### src/rtl/poly_sweep_ctrl.sv
// Sweep sequencer for the polynomial block: steps x arithmetically, runs the
// start_func/func_done handshake per point and emits each result on valid/ready.
module poly_sweep_ctrl #(
    parameter int unsigned CNT_W       = 16,
    parameter int unsigned TIMEOUT_CYC = 1024
) (
    input  logic              clk,
    input  logic              rst_n,
    input  logic              sweep_start,
    input  logic [31:0]       x_base,
    input  logic [31:0]       x_step,
    input  logic [CNT_W-1:0]  n_points,
    output logic              busy,
    output logic              sweep_done,
    output logic              timeout_err,
    output logic              start_func,
    output logic [31:0]       func_x,
    input  logic              func_done,
    input  logic [63:0]       func_y,
    input  logic              func_ovf,
    output logic              res_valid,
    input  logic              res_ready,
    output logic [31:0]       res_x,
    output logic [63:0]       res_y,
    output logic              res_ovf,
    output logic [CNT_W-1:0]  res_idx
);

    localparam int unsigned TO_W = $clog2(TIMEOUT_CYC + 1);
    localparam logic [TO_W-1:0] TO_LAST = TO_W'(TIMEOUT_CYC - 1);

    typedef enum logic [2:0] {
        IDLE,
        ISSUE,
        WAIT_DONE,
        RELEASE,
        EMIT
    } state_t;

    state_t           state, state_n;
    logic [31:0]      x_cur, step_q;
    logic [CNT_W-1:0] idx, n_q;
    logic [TO_W-1:0]  tcnt;

    logic do_empty, do_load, do_issue, do_capture, do_release;
    logic do_accept, do_last, do_abort, do_tick, timed_out;

    assign timed_out = (tcnt == TO_LAST);

    always_comb begin
        state_n    = state;
        do_empty   = 1'b0;
        do_load    = 1'b0;
        do_issue   = 1'b0;
        do_capture = 1'b0;
        do_release = 1'b0;
        do_accept  = 1'b0;
        do_last    = 1'b0;
        do_abort   = 1'b0;
        do_tick    = 1'b0;
        case (state)
            IDLE: begin
                if (sweep_start) begin
                    if (n_points == '0) begin
                        do_empty = 1'b1;
                    end else begin
                        do_load = 1'b1;
                        state_n = ISSUE;
                    end
                end
            end
            ISSUE: begin
                do_issue = 1'b1;
                state_n  = WAIT_DONE;
            end
            // Progress wins over the timeout when both land on the same edge.
            WAIT_DONE: begin
                if (func_done) begin
                    do_capture = 1'b1;
                    state_n    = RELEASE;
                end else if (timed_out) begin
                    do_abort = 1'b1;
                    state_n  = IDLE;
                end else begin
                    do_tick = 1'b1;
                end
            end
            RELEASE: begin
                if (!func_done) begin
                    do_release = 1'b1;
                    state_n    = EMIT;
                end else if (timed_out) begin
                    do_abort = 1'b1;
                    state_n  = IDLE;
                end else begin
                    do_tick = 1'b1;
                end
            end
            EMIT: begin
                if (res_ready) begin
                    do_accept = 1'b1;
                    if (idx == n_q - CNT_W'(1)) begin
                        do_last = 1'b1;
                        state_n = IDLE;
                    end else begin
                        state_n = ISSUE;
                    end
                end
            end
            default: state_n = IDLE;
        endcase
    end

    always_ff @(posedge clk) begin
        if (!rst_n) begin
            state       <= IDLE;
            busy        <= 1'b0;
            sweep_done  <= 1'b0;
            timeout_err <= 1'b0;
            start_func  <= 1'b0;
            func_x      <= '0;
            res_valid   <= 1'b0;
            res_x       <= '0;
            res_y       <= '0;
            res_ovf     <= 1'b0;
            res_idx     <= '0;
            x_cur       <= '0;
            step_q      <= '0;
            idx         <= '0;
            n_q         <= '0;
            tcnt        <= '0;
        end else begin
            state      <= state_n;
            busy       <= (state_n != IDLE);
            sweep_done <= do_empty | do_abort | do_last;
            if (do_empty | do_load) timeout_err <= 1'b0;
            if (do_abort)           timeout_err <= 1'b1;
            if (do_load) begin
                x_cur  <= x_base;
                step_q <= x_step;
                n_q    <= n_points;
                idx    <= '0;
            end
            if (do_issue) begin
                start_func <= 1'b1;
                func_x     <= x_cur;
                tcnt       <= '0;
            end
            if (do_tick) tcnt <= tcnt + TO_W'(1);
            if (do_capture) begin
                start_func <= 1'b0;
                res_y      <= func_y;
                res_ovf    <= func_ovf;
                res_x      <= x_cur;
                res_idx    <= idx;
            end
            if (do_abort)   start_func <= 1'b0;
            if (do_release) res_valid  <= 1'b1;
            if (do_accept) begin
                res_valid <= 1'b0;
                if (!do_last) begin
                    x_cur <= x_cur + step_q;
                    idx   <= idx + CNT_W'(1);
                end
            end
        end
    end

endmodule

### config.mk
export PLATFORM = sky130hd
export DESIGN_NAME = poly_sweep_ctrl
export DESIGN_NICKNAME = d
export VERILOG_FILES = /design/src/rtl/poly_sweep_ctrl.sv
export SDC_FILE = /design/constraint.sdc
export NUM_CORES = 1
export LEC_CHECK = 0
export CORE_UTILIZATION = 46
export CTS_BUF_LIST = sky130_fd_sc_hd__clkbuf_8
export CTS_CLUSTER_SIZE = 16
export DETAILED_ROUTE_END_ITERATION = 10
export PLACE_DENSITY_LB_ADDON = 0.1
export RECOVER_POWER = 25
export SLEW_MARGIN = 15
export SYNTH_ARGS = -nofsm -noshare
export SYNTH_HDL_FRONTEND = slang
export SYNTH_SLANG_ARGS = --single-unit
export TNS_END_PERCENT = 50
### constraint.sdc
create_clock -name clk -period 2.7 [get_ports clk]
set_input_delay 0.27 -clock clk [delete_from_list [all_inputs] [get_ports clk]]
set_output_delay 0.27 -clock clk [all_outputs]
set_load 0.005 [all_outputs]
==> flow_metrics.env, run 1 <==
export IMPL_status="finished, violations left"
export IMPL_violations="negative setup slack"
export IMPL_cts_tree="built"
export IMPL_synth_adder_area_share_pct=3.88
export IMPL_wl_mm=35.7
export IMPL_die_h_um=162
export IMPL_yosys_register_bits=260
export IMPL_dp_hpwl_mm=24.4
export IMPL_areaGrowthSynthToFinish_pct=43.2
export IMPL_busiest_layer="met2"
export IMPL_grtUsageMet3_pct=4.60
export IMPL_layout_drive_gt1_share_pct=11.2
export IMPL_crit_fanout=7
export IMPL_period_needed_ps=2830
export IMPL_cp_end_kind="flop"
export IMPL_critPathRequiredTime_ps=3130
export IMPL_ant_nets=0
export IMPL_maxCapViolCount=0
export IMPL_core_mm2=0.0251
export IMPL_yosys_cell_count_top_type="nand2_1"
export IMPL_cp_start_kind="flop"
export IMPL_syn_avg_cell_area_um2=7.64
export IMPL_dieArea_mm2=0.0261
export IMPL_place_area_mm2=0.0155
export IMPL_p_sw_mw=2.46
export IMPL_r2r_start="n_q[0]$_SDFFE_PN0P_"
export IMPL_cts_inserted_buffers=43
export IMPL_timing_critical_path_from="n_q[0]$_SDFFE_PN0P_"
export IMPL_yosysWarnings=0
export IMPL_clk_pin_slew_ps=70
export IMPL_synth_area_leaders="dfxtp_1 44%, nand2_1 15%, a21oi_1 11%"
export IMPL_worstMarginPinSlew_ps=536
export IMPL_dr_first_iter_drc_count=805
export IMPL_synth_compound_area_share_pct=18.6
export IMPL_seq_power_share_pct=44.4
export IMPL_async_flop_share_pct=0
export IMPL_synthSimpleGateAreaFrac_pct=24.9
export IMPL_arrival_ps=3260
export IMPL_nets=2056
export IMPL_synth_top_family_by_area="simple AND/OR/NAND/NOR gates"
export IMPL_max_freq_ghz=0.354
export IMPL_grt_first_pass_wirelength_mm=55.2
export IMPL_clockPowerShare_pct=38.9
export IMPL_hp_class="in -> reg"
export IMPL_multi_input_area_mm2=0.00621
export IMPL_overflow=0
export IMPL_synthDistinctLibCells=62
export IMPL_post_drt_wl_per_cell_um=16.0
export IMPL_synthesis_area_mm2=0.0117
export IMPL_cts_root_buffer_cell="clkbuf_8"
export IMPL_fin_tns_setup_ps=-2000
export IMPL_design_area_mm2=0.0168
export IMPL_power_density_mw_per_mm2=551
export IMPL_final_cell_count_no_fill=2230
export IMPL_grtUsageMet2_pct=43.0
export IMPL_synth_mux_area_share_pct=0.448
export IMPL_drc=0
export IMPL_fin_skew_ps=26.9
export IMPL_netlist_top_cells_count="476 x nand2_1, 260 x a21oi_1, 260 x dfxtp_1, 87 x clkbuf_1, 75 x nor2_1"
export IMPL_mappedNetlistNets=1720
export IMPL_grt_max_degree=64
export IMPL_portBuffers=299
export IMPL_setup_viol=40
export IMPL_irDropWorstVdd_v=0.000327
export IMPL_crit_slowest_cell="or4b_4"
export IMPL_synth_flop_cell="dfxtp_1"
export IMPL_power_share_switching_pct=26.6
export IMPL_worstHoldStart="func_y[3]"
export IMPL_drv_slew=0
export IMPL_synth_xor_area_share_pct=3.58
export IMPL_rsz0062_at_grt="true"
export IMPL_slew_headroom_pct=64.2
export IMPL_path_buf_inv=4
export IMPL_first_pass_iters=5
export IMPL_rows=58
export IMPL_grt_pass1_vias=10900
export IMPL_pwr_share_comb_pct=16.6
export IMPL_critPathTopFamily="simple AND/OR/NAND/NOR gates"
export IMPL_p_int_mw=6.80
export IMPL_synth_edf_count=0
export IMPL_gp_congestion=0.894
export IMPL_synth_seq_area_share_pct=44.4
export IMPL_leakage_nw=6.42
export IMPL_track_usage_pct=25.9
export IMPL_ctsHtreeMaxLevel=2
export IMPL_cts_buffer_depth=3
export IMPL_nFillCells=2159
export IMPL_syn_inst=1535
export IMPL_path_cells="inv_2 -> ha_4 -> nor3b_4 -> and3_1 -> or4b_4 -> a211o_1 -> nor4_4 -> or2_4 -> buf_12 -> buf_16 -> buf_8 -> a31oi_1 -> o31a_1"
export IMPL_critPathKind="reg -> reg"
export IMPL_timing_final_crit_share_pct=105
export IMPL_dpl_cell_count=2137
export IMPL_drt_vias_per_instance=5.30
export IMPL_fin_ws_ps=-125
export IMPL_die_w_um=162
export IMPL_final_hold_viol_count=0
export IMPL_synth_top_area_share_pct=44.4
export IMPL_numClockSinks=260
export IMPL_top_level_ports=300
export IMPL_final_core_util_pct=66.9
export IMPL_finalPower_mw=9.26
export IMPL_clock_latency_ps=540
export IMPL_diodes=0
export IMPL_grt_use_met1_pct=34.6
export IMPL_layout_area_seq_mm2=0.00521
export IMPL_num_vias=11800
export IMPL_synth_top_cell_by_area="dfxtp_1"
export IMPL_start_util_pct=46.7
export IMPL_grt_antenna_before_repair=0
export IMPL_slowest_delay_ps=460
==> power by group through the flow <==
stage               clock network [mW]  logic [mW]  registers [mW]
global route                      3.84        1.69            4.13
floorplan                            0       0.786            4.16
finish                            3.60        1.54            4.11
detailed placement                   0        1.45            4.19
CTS                               3.67        1.49            4.11
global placement                     0        1.43            4.18
==> sequential cells by signal (all words and copies together) (netlist names), 3 cells and up <==
name and count:
func_x 32, res_y 64, res_idx 16, n_q 16
x_cur 32, tcnt 11, step_q 32, res_x 32
state 3, idx 16
==> worst reg2reg max path, stage by stage (launching register included) <==
cell     delay, ps
dfxtp_2        320
inv_2           60
ha_4           130
nor3b_4        230
and3_1         200
or4b_4         460
a211o_1        310
nor4_4         170
or2_4          250
buf_12         140
buf_16         120
buf_8          130
a31oi_1         80
o31a_1         120
==> cells in the final DEF (no fill, tap or decap), types with 28 or more instances in the layout <==
| cell type | netlist | routed |
|---|---|---|
| nand2_1 | 476 | 474 |
| clkdlybuf4s50_1 | 0 | 299 |
| dfxtp_1 | 260 | 257 |
| a21oi_1 | 260 | 254 |
| nor2_1 | 75 | 71 |
| buf_4 | 4 | 66 |
| clkbuf_8 | 0 | 60 |
| ha_1 | 34 | 33 |
| xnor2_1 | 28 | 28 |
==> worst paths after layout <==
path / cells past startpoint / slack (ps) / endpoint
max reg2reg: 13 / -130 / x_cur[27]$_SDFF_PN0_
max: 13 / -130 / x_cur[27]$_SDFF_PN0_
min reg2reg: 2 / 450 / res_y[44]$_SDFFE_PN0P_
min: 3 / 270 / res_y[3]$_SDFFE_PN0P_
==> logic make-up after synthesis <==
logic type      count (synthesis)
compound gates                385
xor+xnor                       48
buf+inv                       120
flops                         260
mux                             5
simple gates                  681
fa+ha+maj                      36
==> metrics by stage <==
step,hold WS (ps),worst slack (ps)
3_3_place_gp,438,-92.2
3_5_place_dp,446,-210
5_1_grt,263,-206
2_1_floorplan,386,4.35
4_1_cts,246,-52.3
6_report,271,-125
==> repair_timing <==
action,4_1_cts,5_1_grt
gates cloned,2,4
resized for setup,18,45
hold endpoints to repair,0,0
buffers inserted,6,9
hold buffers,0,0
pin swaps,4,21
setup endpoints to repair,50,51
==> per-layer routing <==
| layer | up-vias | wire length (um) |
|---|---|---|
| met5 | - | 0 |
| met1 | 5477 | 16200 |
| li1 | 5877 | - |
| met2 | 409 | 16400 |
| met4 | 0 | 635 |
| met3 | 50 | 2480 |
==> final cells by class <==
class,instances,area share (%)
clock buffers,60,4.91
inverters,17,0.424
clock inverters,14,0.491
multi-input cells,1155,36.9
well taps,330,2.46
repair buffers,394,23.8
flip-flops and latches,260,31.0
Power figures use the tool's default switching activity.
==> run 2: changes to the inputs <==
Settings changed: CORE_UTILIZATION 46 to 45, CTS_BUF_LIST sky130_fd_sc_hd__clkbuf_8 to unset, SLEW_MARGIN 15 to unset.
==> run 2 against run 1 <==
  * The run still ends with negative setup slack left
  * Die area rose by 2.2%
  * Final area up 0.42%
  * Clock power rose by 15%
  * Setup slack improved by 43 ps
  * Power up 6.1%
  * Via count fell by 1.1%
  * Critical endpoint is now x_cur[31]$_SDFF_PN0_
  * Largest cell class unchanged
  * Largest power group is now the clock network
==> flow_metrics.env, run 2 (same netlist as run 1, synthesis figures left out) <==
export IMPL_fin_skew_ps=8.15
export IMPL_portBuffers=299
export IMPL_critPathRequiredTime_ps=3120
export IMPL_clk_pin_slew_ps=60
export IMPL_cts_tree="built"
export IMPL_worstMarginPinSlew_ps=562
export IMPL_dr_first_iter_drc_count=717
export IMPL_slew_headroom_pct=62.4
export IMPL_timing_final_crit_share_pct=103
export IMPL_fin_ws_ps=-81.8
export IMPL_power_share_switching_pct=25.1
export IMPL_wl_mm=35.6
export IMPL_hp_class="in -> reg"
export IMPL_design_area_mm2=0.0169
export IMPL_seq_power_share_pct=41.8
export IMPL_max_freq_ghz=0.359
export IMPL_rsz0062_at_grt="true"
export IMPL_drt_vias_per_instance=5.31
export IMPL_final_cell_mix="474 x nand2_1, 299 x clkdlybuf4s50_1, 256 x dfxtp_1"
export IMPL_arrival_ps=3200
export IMPL_clock_latency_ps=540
export IMPL_mostFrequentLayoutCell="nand2_1"
export IMPL_setup_viol=9
export IMPL_first_pass_iters=5
export IMPL_p_int_mw=7.36
export IMPL_cts_buffer_depth=3
export IMPL_cp_end_kind="flop"
export IMPL_die_w_um=163
export IMPL_critPathKind="reg -> reg"
export IMPL_layout_drive_gt1_share_pct=10.1
export IMPL_rows=58
export IMPL_core_mm2=0.0254
export IMPL_cts_root_buffer_cell="clkbuf_16"
export IMPL_final_core_util_pct=66.4
export IMPL_clockPowerShare_pct=42.2
export IMPL_num_vias=11700
export IMPL_power_density_mw_per_mm2=582
export IMPL_post_drt_wl_per_cell_um=16.2
export IMPL_grt_pass1_vias=10800
export IMPL_start_util_pct=46.2
export IMPL_nets=2034
export IMPL_numClockSinks=260
export IMPL_cp_start_kind="flop"
export IMPL_dieArea_mm2=0.0267
export IMPL_final_hold_viol_count=0
export IMPL_leakage_nw=6.36
export IMPL_violations="negative setup slack"
export IMPL_ctsHtreeMaxLevel=1
export IMPL_status="finished, violations left"
export IMPL_top_level_ports=300
export IMPL_gp_congestion=0.891
export IMPL_cts_inserted_buffers=28
export IMPL_pwr_share_comb_pct=16.0
export IMPL_maxCapViolCount=0
export IMPL_irDropWorstVdd_v=0.000527
export IMPL_drv_slew=0
export IMPL_track_usage_pct=25.5
export IMPL_grt_max_degree=76
export IMPL_grt_first_pass_wirelength_mm=55.2
export IMPL_grt_antenna_before_repair=1
export IMPL_period_needed_ps=2780
export IMPL_drc=0
export IMPL_p_sw_mw=2.47
export IMPL_crit_fanout=12
export IMPL_dp_hpwl_mm=24.6
export IMPL_regMostFlops="res_y"
export IMPL_overflow=0
export IMPL_place_area_mm2=0.0155
export IMPL_ant_nets=0
export IMPL_die_h_um=163
export IMPL_areaGrowthSynthToFinish_pct=43.9
export IMPL_largest_reg_flops=64
run 2: cell types whose count changed in the layout (fill, tap and decap cells not counted), sizes merged:
cell,before,now
clkbuf,62,43
inv,27,17
buf,93,86
bufinv,1,5
clkinvlp,0,1
diode,0,1
run 2: worst paths after layout:
check / from / endpoint / slack (ps) / depth (start not counted)
max: n_q[0]$_SDFFE_PN0P_ / x_cur[31]$_SDFF_PN0_ / -80 / 13
max reg2reg: n_q[0]$_SDFFE_PN0P_ / x_cur[31]$_SDFF_PN0_ / -80 / 13
min: x_step[14] / step_q[14]$_SDFFE_PN0P_ / 270 / 3
min reg2reg: tcnt[10]$_SDFFE_PN0P_ / tcnt[10]$_SDFFE_PN0P_ / 450 / 1
run 2: layout make-up:
| cell class | instances | area, um2 |
|---|---|---|
| Antenna cell | 1 | 2.50 |
| Tap cell | 330 | 413 |
| Clock inverter | 9 | 173 |
| Fill cell | 2185 | 8520 |
| Sequential cell | 260 | 5210 |
| Multi-Input combinational cell | 1155 | 6240 |
| Timing Repair Buffer | 387 | 3940 |
| Clock buffer | 41 | 831 |
| Inverter | 17 | 71.3 |
run 2: through the flow:
| stage | hold WS [ps] | TNS [ps] | worst slack [ps] | total power [mW] | instances |
|---|---|---|---|---|---|
| 2_1_floorplan | 386 | 0 | 4.35 | 4.95 | 1535 |
| 3_3_place_gp | 439 | -424 | -120 | 5.64 | 2140 |
| 3_5_place_dp | 443 | -3430 | -133 | 5.66 | 2140 |
| 4_1_cts | 255 | -390 | -64.8 | 9.85 | 2195 |
| 5_1_grt | 264 | -7830 | -221 | 10.2 | 2200 |
| 6_report | 273 | -189 | -81.8 | 9.82 | 2200 |
run 2: critical path: stages (launching register included):
cell and delay, ps:
dfxtp_2 320, inv_2 60, ha_4 130, nor3b_4 230
buf_2 220, nor2_4 60, nor3_1 210, nor3_1 90
o31ai_2 270, nor4_4 90, or2_4 310, buf_12 150
clkbuf_16 170, o311a_1 340
run 2: power by group through the flow:
stage               sequential, mW  combinational (mW)  clock (mW)
finish                        4.11                1.57        4.14
global route                  4.12                1.72        4.38
CTS                           4.11                1.52        4.22
detailed placement            4.19                1.47           0
global placement              4.18                1.45           0
floorplan                     4.16               0.786           0
run 2: timing repair:
action,CTS,global route
pin swaps,3,27
hold buffers,0,0
resized for setup,21,43
setup buffers,2,2
cloned,3,2
setup endpoints to repair,47,50
run 2: per-layer routing:
| layer | vias up | global-route usage [%] | part of all wire, % |
|---|---|---|---|
| met5 | - | 0 | 0 |
| met3 | 73 | 4.52 | 7.5 |
| met4 | 0 | 7.49 | 2.6 |
| met2 | 376 | 42.5 | 46 |
| met1 | 5409 | 33.5 | 44 |
| li1 | 5823 | - | - |
